--- src/rtl/pipe_ctrl_pkg.sv ---
// pipe_ctrl_pkg: shared types and defaults for the pipeline controller.
//   state_t      : controller FSM states
//   stage_ctrl_t : hold/clear pair driven into one pipeline register
//   cnt_width    : width helper for counters that must hold 0..max_val
package pipe_ctrl_pkg;

  typedef enum logic [1:0] {
    RUN,
    DRAIN,
    HALTED,
    STEP
  } state_t;

  localparam int DEF_DRAIN_CYCLES = 4;
  localparam int DEF_MEM_TIMEOUT  = 64;

  typedef struct packed {
    logic stall;
    logic zero;
  } stage_ctrl_t;

  function automatic int cnt_width(input int max_val);
    return (max_val < 1) ? 1 : $clog2(max_val + 1);
  endfunction

endpackage

--- src/rtl/pipe_ctrl_hazard_detect.sv ---
// hazard_detect: combinational load-use comparator.
//   Inputs : ID source registers with their use flags, EX load flag and
//            EX destination register.
//   Output : load_use - the ID instruction needs the result of the load in EX.
// Register 0 is hard-wired zero, so a load targeting it never creates a hazard.
module hazard_detect #(
  parameter int REG_W = 5
) (
  input  logic [REG_W-1:0] id_rs,
  input  logic [REG_W-1:0] id_rt,
  input  logic             id_uses_rs,
  input  logic             id_uses_rt,
  input  logic             ex_mem_read,
  input  logic [REG_W-1:0] ex_rd,
  output logic             load_use
);

  logic rs_hit;
  logic rt_hit;

  assign rs_hit   = id_uses_rs && (id_rs == ex_rd);
  assign rt_hit   = id_uses_rt && (id_rt == ex_rd);
  assign load_use = ex_mem_read && (ex_rd != '0) && (rs_hit || rt_hit);

endmodule

--- src/rtl/pipe_ctrl.sv ---
// pipe_ctrl: central pipeline controller for the 5-stage core.
//   clock, reset         : single clock, synchronous active-high reset
//   id_*, ex_mem_read,
//   ex_rd                : load-use hazard inputs
//   ex_branch_taken      : taken branch resolved in EX
//   mem_req, mem_ready   : multi-cycle data memory handshake
//   halt_req, step_req   : debug halt (level) / single step (pulse)
//   pc_hold, *_stall,
//   *_zero               : combinational pipeline register controls
//   halt_ack             : pipeline drained and frozen
//   mem_err              : sticky memory timeout flag
//   stall_cnt, flush_cnt : saturating performance counters
module pipe_ctrl
  import pipe_ctrl_pkg::*;
#(
  parameter int REG_W        = 5,
  parameter int MEM_TIMEOUT  = DEF_MEM_TIMEOUT,
  parameter int DRAIN_CYCLES = DEF_DRAIN_CYCLES,
  parameter int CNT_W        = 16
) (
  input  logic             clock,
  input  logic             reset,
  input  logic [REG_W-1:0] id_rs,
  input  logic [REG_W-1:0] id_rt,
  input  logic             id_uses_rs,
  input  logic             id_uses_rt,
  input  logic             ex_mem_read,
  input  logic [REG_W-1:0] ex_rd,
  input  logic             ex_branch_taken,
  input  logic             mem_req,
  input  logic             mem_ready,
  input  logic             halt_req,
  input  logic             step_req,
  output logic             pc_hold,
  output logic             if_id_stall,
  output logic             if_id_zero,
  output logic             id_ex_stall,
  output logic             id_ex_zero,
  output logic             ex_mem_stall,
  output logic             ex_mem_zero,
  output logic             mem_wb_zero,
  output logic             halt_ack,
  output logic             mem_err,
  output logic [CNT_W-1:0] stall_cnt,
  output logic [CNT_W-1:0] flush_cnt
);

  localparam int DW = cnt_width(DRAIN_CYCLES);
  localparam int WW = cnt_width(MEM_TIMEOUT);

  state_t          state_reg, state_next;
  logic [DW-1:0]   drain_cnt_reg, drain_cnt_next;
  logic [WW-1:0]   wait_cnt_reg, wait_cnt_next;
  logic            mem_err_reg;
  logic [CNT_W-1:0] stall_cnt_reg, flush_cnt_reg;

  logic        load_use;
  logic        mem_wait;
  logic        branch_eff;
  logic        load_use_eff;
  stage_ctrl_t if_id_c, id_ex_c, ex_mem_c;

  hazard_detect #(.REG_W(REG_W)) u_hazard (
    .id_rs       (id_rs),
    .id_rt       (id_rt),
    .id_uses_rs  (id_uses_rs),
    .id_uses_rt  (id_uses_rt),
    .ex_mem_read (ex_mem_read),
    .ex_rd       (ex_rd),
    .load_use    (load_use)
  );

  // A memory wait freezes everything, so a branch sitting in EX is simply
  // held and resolves on the first ready cycle.
  assign mem_wait     = mem_req && !mem_ready;
  assign branch_eff   = ex_branch_taken && !mem_wait;
  assign load_use_eff = load_use && !mem_wait && !ex_branch_taken;

  // Control outputs
  always_comb begin
    pc_hold     = 1'b0;
    if_id_c     = '0;
    id_ex_c     = '0;
    ex_mem_c    = '0;
    mem_wb_zero = 1'b0;
    halt_ack    = 1'b0;
    if (reset) begin
      pc_hold       = 1'b1;
      if_id_c.zero  = 1'b1;
      id_ex_c.zero  = 1'b1;
      ex_mem_c.zero = 1'b1;
      mem_wb_zero   = 1'b1;
    end else begin
      if (mem_wait) begin
        pc_hold        = 1'b1;
        if_id_c.stall  = 1'b1;
        id_ex_c.stall  = 1'b1;
        ex_mem_c.stall = 1'b1;
        mem_wb_zero    = 1'b1;
      end else if (branch_eff) begin
        if_id_c.zero = 1'b1;
        id_ex_c.zero = 1'b1;
      end else if (load_use_eff) begin
        pc_hold       = 1'b1;
        if_id_c.stall = 1'b1;
        id_ex_c.zero  = 1'b1;
      end
      // Drain/halt feed bubbles into IF_ID, but an instruction being held
      // by a hazard stall must not be wiped out.
      if (state_reg == DRAIN && !branch_eff) pc_hold = 1'b1;
      if (state_reg == HALTED) pc_hold = 1'b1;
      if ((state_reg == DRAIN || state_reg == HALTED) && !if_id_c.stall)
        if_id_c.zero = 1'b1;
      halt_ack = (state_reg == HALTED);
    end
  end

  assign if_id_stall  = if_id_c.stall;
  assign if_id_zero   = if_id_c.zero;
  assign id_ex_stall  = id_ex_c.stall;
  assign id_ex_zero   = id_ex_c.zero;
  assign ex_mem_stall = ex_mem_c.stall;
  assign ex_mem_zero  = ex_mem_c.zero;

  // Next-state logic
  always_comb begin
    state_next     = state_reg;
    drain_cnt_next = drain_cnt_reg;
    case (state_reg)
      RUN: begin
        if (halt_req) begin
          state_next     = DRAIN;
          drain_cnt_next = DW'(DRAIN_CYCLES);
        end
      end
      DRAIN: begin
        if (!halt_req) begin
          state_next     = RUN;
          drain_cnt_next = '0;
        end else if (!mem_wait) begin
          // The last bubble cycle is the one that moves us to HALTED, so
          // exactly DRAIN_CYCLES non-stalled cycles are spent here.
          if (drain_cnt_reg <= DW'(1)) begin
            state_next     = HALTED;
            drain_cnt_next = '0;
          end else begin
            drain_cnt_next = drain_cnt_reg - 1'b1;
          end
        end
      end
      HALTED: begin
        if (!halt_req)     state_next = RUN;
        else if (step_req) state_next = STEP;
      end
      STEP: begin
        if (!mem_wait) begin
          state_next     = DRAIN;
          drain_cnt_next = DW'(DRAIN_CYCLES);
        end
      end
      default: begin
        state_next     = RUN;
        drain_cnt_next = '0;
      end
    endcase
  end

  // Consecutive memory-wait tracking; saturates at the timeout value.
  always_comb begin
    wait_cnt_next = '0;
    if (mem_wait) begin
      if (wait_cnt_reg != WW'(MEM_TIMEOUT)) wait_cnt_next = wait_cnt_reg + 1'b1;
      else                                  wait_cnt_next = wait_cnt_reg;
    end
  end

  always_ff @(posedge clock) begin
    if (reset) begin
      state_reg     <= RUN;
      drain_cnt_reg <= '0;
      wait_cnt_reg  <= '0;
      mem_err_reg   <= 1'b0;
      stall_cnt_reg <= '0;
      flush_cnt_reg <= '0;
    end else begin
      state_reg     <= state_next;
      drain_cnt_reg <= drain_cnt_next;
      wait_cnt_reg  <= wait_cnt_next;
      if (wait_cnt_next == WW'(MEM_TIMEOUT)) mem_err_reg <= 1'b1;
      // Only hazard stalls count; holds caused by halting do not.
      if ((mem_wait || load_use_eff) && stall_cnt_reg != '1)
        stall_cnt_reg <= stall_cnt_reg + 1'b1;
      if (branch_eff && flush_cnt_reg != '1)
        flush_cnt_reg <= flush_cnt_reg + 1'b1;
    end
  end

  assign mem_err   = mem_err_reg;
  assign stall_cnt = stall_cnt_reg;
  assign flush_cnt = flush_cnt_reg;

endmodule

--- config.mk ---
export PLATFORM = sky130hd
export DESIGN_NAME = pipe_ctrl
export DESIGN_NICKNAME = d
export VERILOG_FILES = /design/src/rtl/pipe_ctrl_pkg.sv /design/src/rtl/pipe_ctrl_hazard_detect.sv /design/src/rtl/pipe_ctrl.sv
export SDC_FILE = /design/constraint.sdc
export NUM_CORES = 1
export LEC_CHECK = 0
export ABC_AREA = 1
export CAP_MARGIN = 15
export CORE_MARGIN = 2
export CORE_UTILIZATION = 46
export CTS_BUF_LIST = sky130_fd_sc_hd__clkbuf_8
export DETAILED_ROUTE_END_ITERATION = 10
export PLACE_DENSITY = 0.82
export SLEW_MARGIN = 20
export SYNTH_ARGS = -nofsm -noshare
export SYNTH_HDL_FRONTEND = slang
export SYNTH_SLANG_ARGS = --single-unit
--- constraint.sdc ---
create_clock -name clock -period 3 [get_ports clock]
set_input_delay 0.3 -clock clock [delete_from_list [all_inputs] [get_ports clock]]
set_output_delay 0.3 -clock clock [all_outputs]
set_load 0.02 [all_outputs]
==> results_dict.tcl, run 1 <==
set metrics [dict create \
    cp_max_fo 6 \
    cts_max_path_buffers 2 \
    reg2reg_setup_slack_ns 0.97 \
    wl_met3_um 229 \
    fp-row-count 28 \
    clkLatencyLatePin_ns 0.29 \
    viasPerCell 5.00 \
    ios 67 \
    grt-ovfl-total 0 \
    critPathCaptureType "output pin" \
    seq_area_um2 901 \
    cap_violations 0 \
    relSlewSlack 0.664 \
    cp.arrival_ns 2.29 \
    clkTransAtPathRegs_ns 0.09 \
    hpwl_mm 4.95 \
    hold_path_class "reg2reg" \
    max_stage_delay_ns 0.65 \
    slew_viol_final 0 \
    synthesis.area_mm2 0.00280 \
    root_buffer "clkbuf_8" \
    drtAntennaViolNets 0 \
    fin_crit_sh 0.865 \
    r2r-end "flush_cnt[6]" \
    r2r_cells 9 \
    route.detailed.drc 0 \
    required_ns 2.70 \
    final_core_util 0.616 \
    grt_pass1_vias 2714 \
    ys_seq_area_frac 0.322 \
    antenna_found_initial 0 \
    wl_met1_mm 2.96 \
    p_per_area_mw_per_mm2 367 \
    hold_buffers 0 \
    rsz0062_at_grt "false" \
    critPathCapture "if_id_zero" \
    dieArea_mm2 0.00672 \
    critPathLaunch "mem_req" \
    synthCells 446 \
    max_freq_mhz 385 \
    rr_startpoint "flush_cnt[0]" \
    numClockSinks 45 \
    place.gp.congestion 0.838 \
    status "finished clean" \
    cp_common_cell "inv_1" \
    io_buffers 66 \
    period_minus_slack_ns 2.59 \
    nFillCells 561 \
    area_delta_synth_final_pct 29.7 \
    cts_resized 0 \
    antennaDiodeCount 0 \
    clock_skew_ns 0.00730 \
    drtIter0Drc 133 \
    die_h_um 82.0 \
    grt_pass1_wl_mm 11.3 \
    ys_warn_count 0 \
    multi_input_area_mm2 0.00158 \
    setup_tns_ns 0 \
    highest_layer "met4" \
    hold_viol 0 \
    coreArea_mm2 0.00589 \
    p_leak_uw 0.00152 \
    worst_slew_pin_slew_ns 0.502 \
    fin_nets 543 \
    place_ws_ns 0.424 \
    avgSynthCellArea_um2 6.27 \
    critPathSlowestCell "clkdlybuf4s50_1" \
    dr_wl_met2_mm 3.23 \
    setup_violations 0 \
    vias 2924 \
    timing.final.ws_setup_ns 0.406 \
    die_w_um 82.0 \
    syn_nets 480 \
    grt_max_degree 31 \
    cts_tree "done" \
    vdd_ir_drop_max_mv 0.329 \
    crit_path_cell_trace "clkdlybuf4s50_1 -> inv_1 -> nor2_1 -> inv_1 -> nand3_1 -> inv_1 -> nand2_1 -> nand2_1 -> o21ai_0 -> clkdlybuf4s50_1" \
    ys_ff_latch 45 \
    yosysUniqueCellTypes 32 \
    first_pass_iters 4 \
    crit_type "in2out" \
    post_cts_buffers 0 \
    grt_usage 0.211 \
    post_drt_wl_per_cell_um 11.1 \
    htree_levels 2 \
    crit_path_start_kind "input pin" \
    cts_buffers 5 \
    routed_wl_mm 6.52 \
    drive_above_1_share 0.0588 \
    start_util 0.475 \
]
[layout make-up]
| cell class | instances | area share |
|---|---|---|
| repair buffers | 70 | 0.190 |
| well taps | 75 | 0.0259 |
| inverters | 66 | 0.0683 |
| multi-input cells | 321 | 0.434 |
| flip-flops and latches | 45 | 0.248 |
| clock inverters | 2 | 0.0103 |
| clock buffers | 6 | 0.0228 |
[synth_stat cells, drive strengths merged]
| cell | instances | area [µm²] |
|---|---|---|
| nand2 | 110 | 413 |
| nor2 | 70 | 268 |
| inv | 64 | 240 |
| dfxtp | 45 | 901 |
| nand3 | 38 | 195 |
| a21oi | 30 | 150 |
| nor3 | 19 | 111 |
| o21ai | 13 | 76.3 |
| xor2 | 10 | 87.6 |
| ha | 9 | 113 |
| nand4 | 9 | 62.6 |
| buf | 8 | 51.3 |
| clkbuf | 6 | 22.5 |
| xnor2 | 3 | 26.3 |
| a31oi | 2 | 12.5 |
| clkinv | 2 | 7.51 |
| nand3b | 2 | 15.0 |
| nor4 | 2 | 12.5 |
| a211oi | 1 | 7.51 |
| a31o | 1 | 8.76 |
| nor3b | 1 | 7.51 |
| o2111ai | 1 | 8.76 |
[through the flow]
step	cells	cell area, µm²	hold slack, ns	power, µW
CTS	585	3630	0.458	1340
finish	585	3630	0.459	1330
floorplan	446	2800	0.448	775
global route	585	3630	0.473	1400
detailed placement	577	3510	0.445	862
global placement	577	3510	0.440	857
[kinds of logic after synthesis]
logic type      after synthesis  synth area share
simple gates                251             0.388
flops                        45             0.322
xor+xnor                     13            0.0407
fa+ha+maj                     9            0.0403
compound gates               48            0.0944
buf+inv                      80             0.115
[placed cells by master (no fill, tap or decap), drive strengths merged, types with 3 or more instances in the layout]
master and instances:
buf 4, inv 64, nor3 19, nand3 38, a21oi 30, dfxtp 45, nand2 110, xor2 10
ha 9, nand4 9, xnor2 3, clkdlybuf4s50 66, o21ai 13, nor2 70, clkbuf 6
[worst min-delay path by stage]
stage | slack (ns) | cells past startpoint | endpoint | startpoint
floorplan | 0.45 | 2 | drain_cnt_reg[1] | drain_cnt_reg[1]
global placement | 0.44 | 2 | mem_err | mem_err
detailed placement | 0.44 | 2 | mem_err | mem_err
CTS | 0.46 | 2 | mem_err | mem_err
global route | 0.47 | 2 | mem_err | mem_err
finish | 0.46 | 2 | mem_err | mem_err
[power by group]
| part | internal, µW | switching [µW] | total, µW |
|---|---|---|---|
| Sequential | 612 | 14.5 | 627 |
| Combinational | 95.9 | 126 | 222 |
| Clock | 271 | 213 | 484 |
| Total | 979 | 354 | 1330 |
[worst max-delay path, delay by kind of cell]
| kind | cells | cell delay [ns] |
|---|---|---|
| AOI/OAI and AO/OA | 1 | 0.17 |
| buffers and inverters | 5 | 1.28 |
| and+or+nand+nor | 4 | 0.53 |
[metal layers]
| metal | vias up | global-route usage |
|---|---|---|
| met2 | 60 | 0.379 |
| met3 | 10 | 0.0374 |
| met4 | 0 | 0.0750 |
| li1 | 1543 | - |
| met1 | 1311 | 0.250 |
| met5 | - | 0 |
Note: power is estimated with default switching activity, not from simulation.
==> run 2, diff against run 1 <==
--- a/config.mk
+++ b/config.mk
@@ -8,10 +8,10 @@
 export ABC_AREA = 1
 export CAP_MARGIN = 15
 export CORE_MARGIN = 2
-export CORE_UTILIZATION = 46
+export CORE_UTILIZATION = 49
 export CTS_BUF_LIST = sky130_fd_sc_hd__clkbuf_8
 export DETAILED_ROUTE_END_ITERATION = 10
-export PLACE_DENSITY = 0.82
+export PLACE_DENSITY = 0.86
 export SLEW_MARGIN = 20
 export SYNTH_ARGS = -nofsm -noshare
 export SYNTH_HDL_FRONTEND = slang
==> run 2 against run 1 <==
  * Sequential share of layout area grew 0.051 points
  * Via count grew 2.2%
  * Clock skew grew 0.0040 ns
  * Sequential power is essentially flat
  * First-iteration DRC count grew 27%
  * Wire length grew 0.64%
  * Die area shrank 5.8%
  * Global-route usage grew 1.2 points
  * Critical endpoint unchanged
==> results_dict.tcl, run 2 (synthesized netlist as in run 1, its figures left out) <==
set metrics [dict create \
    start_util 0.508 \
    die_h_um 79.6 \
    cts_max_path_buffers 2 \
    required_ns 2.70 \
    fin_crit_sh 0.860 \
    vias 2989 \
    final_core_util 0.658 \
    cp.arrival_ns 2.28 \
    drtAntennaViolNets 0 \
    place.gp.congestion 0.858 \
    post_cts_buffers 0 \
    fin_nets 543 \
    critPathCaptureType "output pin" \
    crit_path_start_kind "input pin" \
    grt_pass1_wl_mm 11.6 \
    antennaDiodeCount 0 \
    clock_skew_ns 0.0113 \
    placed_cells 574 \
    first_pass_iters 4 \
    final-instance-count-excl-fill 582 \
    timing.final.ws_setup_ns 0.421 \
    clkTransAtPathRegs_ns 0.08 \
    hold_path_class "reg2reg" \
    hpwl_mm 5.02 \
    grt_pass1_vias 2802 \
    grt-ovfl-total 0 \
    design_power_total_uw 1320 \
    status "finished clean" \
    cts_buffers 5 \
    area_delta_synth_final_pct 29.4 \
    coreArea_mm2 0.00551 \
    worst_slew_pin_slew_ns 0.517 \
    final_cell_mix "nand2_1, nor2_1, clkdlybuf4s50_1" \
    period_minus_slack_ns 2.58 \
    root_buffer "clkbuf_8" \
    die_w_um 79.6 \
    viasPerCell 5.14 \
    ios 67 \
    p_per_area_mw_per_mm2 364 \
    grt_max_degree 31 \
    fp-row-count 27 \
    max_freq_mhz 388 \
    dieArea_mm2 0.00633 \
    drtIter0Drc 169 \
    relSlewSlack 0.654 \
    clkLatencyLatePin_ns 0.30 \
    final_common_cell "nand2_1" \
    hold_buffers 0 \
    rsz0062_at_grt "false" \
    cts_tree "done" \
    setup_tns_ns 0 \
    cts_resized 0 \
    reg2reg_setup_slack_ns 0.96 \
    slew_viol_final 0 \
    vdd_ir_drop_max_mv 0.389 \
    grt_usage 0.223 \
    setup_violations 0 \
    numClockSinks 45 \
    post_drt_wl_per_cell_um 11.3 \
    crit_type "in2out" \
    p_leak_uw 0.00152 \
    nFillCells 507 \
    routed_wl_mm 6.56 \
    drive_above_1_share 0.0569 \
    place_ws_ns 0.436 \
    antenna_found_initial 0 \
    io_buffers 66 \
    route.detailed.drc 0 \
    htree_levels 2 \
    cap_violations 0 \
    cp_max_fo 6 \
    hold_viol 0 \
]
-- run 2: worst max-delay path, cell delays in order --
cell and delay [ns]:
clkdlybuf4s50_1 0.45, inv_1 0.03, nor2_1 0.30, inv_1 0.11
nand3_1 0.10, inv_1 0.06, nand2_1 0.08, nand2_1 0.06
o21ai_0 0.14, clkdlybuf4s50_1 0.64
-- run 2: final cells by class --
type,instances,area [µm²],share of cell area
clock inverter,2,33.8,0.00933
sequential,45,901,0.249
clock buffer,6,82.6,0.0228
inverter,66,248,0.0684
tap,72,90.1,0.0249
multi-input combinational,321,1580,0.435
timing repair buffer,70,691,0.191
-- run 2: where the power goes --
group,switching [µW],internal (µW),total (µW)
clock,198,268,467
combinational,128,96.6,225
sequential,14.3,612,626
total,341,977,1320
-- run 2: worst paths after layout --
check,cells past startpoint,end,start
hold reg to reg,2,mem_err,mem_err
setup reg to reg,9,flush_cnt[2],flush_cnt[0]
hold / removal,2,mem_err,mem_err
setup / recovery,10,if_id_zero,mem_req
-- run 2: layer usage --
metal | share of wire | track usage | routed length, µm
met1 | 0.44 | 0.261 | 2920
met2 | 0.49 | 0.404 | 3240
met3 | 0.036 | 0.0362 | 238
met4 | 0.025 | 0.0828 | 163
met5 | 0 | 0 | 0
-- run 2: per-stage QoR --
stage                     hold WS, ns  cell area, µm²
after CTS                       0.451            3620
after detailed placement        0.439            3500
after floorplan                 0.448            2800
after global placement          0.437            3500
after global routing            0.470            3620
final                           0.449            3620
==> run 3, diff against run 2 <==
--- a/config.mk
+++ b/config.mk
@@ -12,6 +12,7 @@
 export CTS_BUF_LIST = sky130_fd_sc_hd__clkbuf_8
 export DETAILED_ROUTE_END_ITERATION = 10
 export PLACE_DENSITY = 0.86
+export SETUP_SLACK_MARGIN = 0.05
 export SLEW_MARGIN = 20
 export SYNTH_ARGS = -nofsm -noshare
 export SYNTH_HDL_FRONTEND = slang
==> results of run 3 <==
No change in the layout: final DEF, timing and power equal those of run 2.
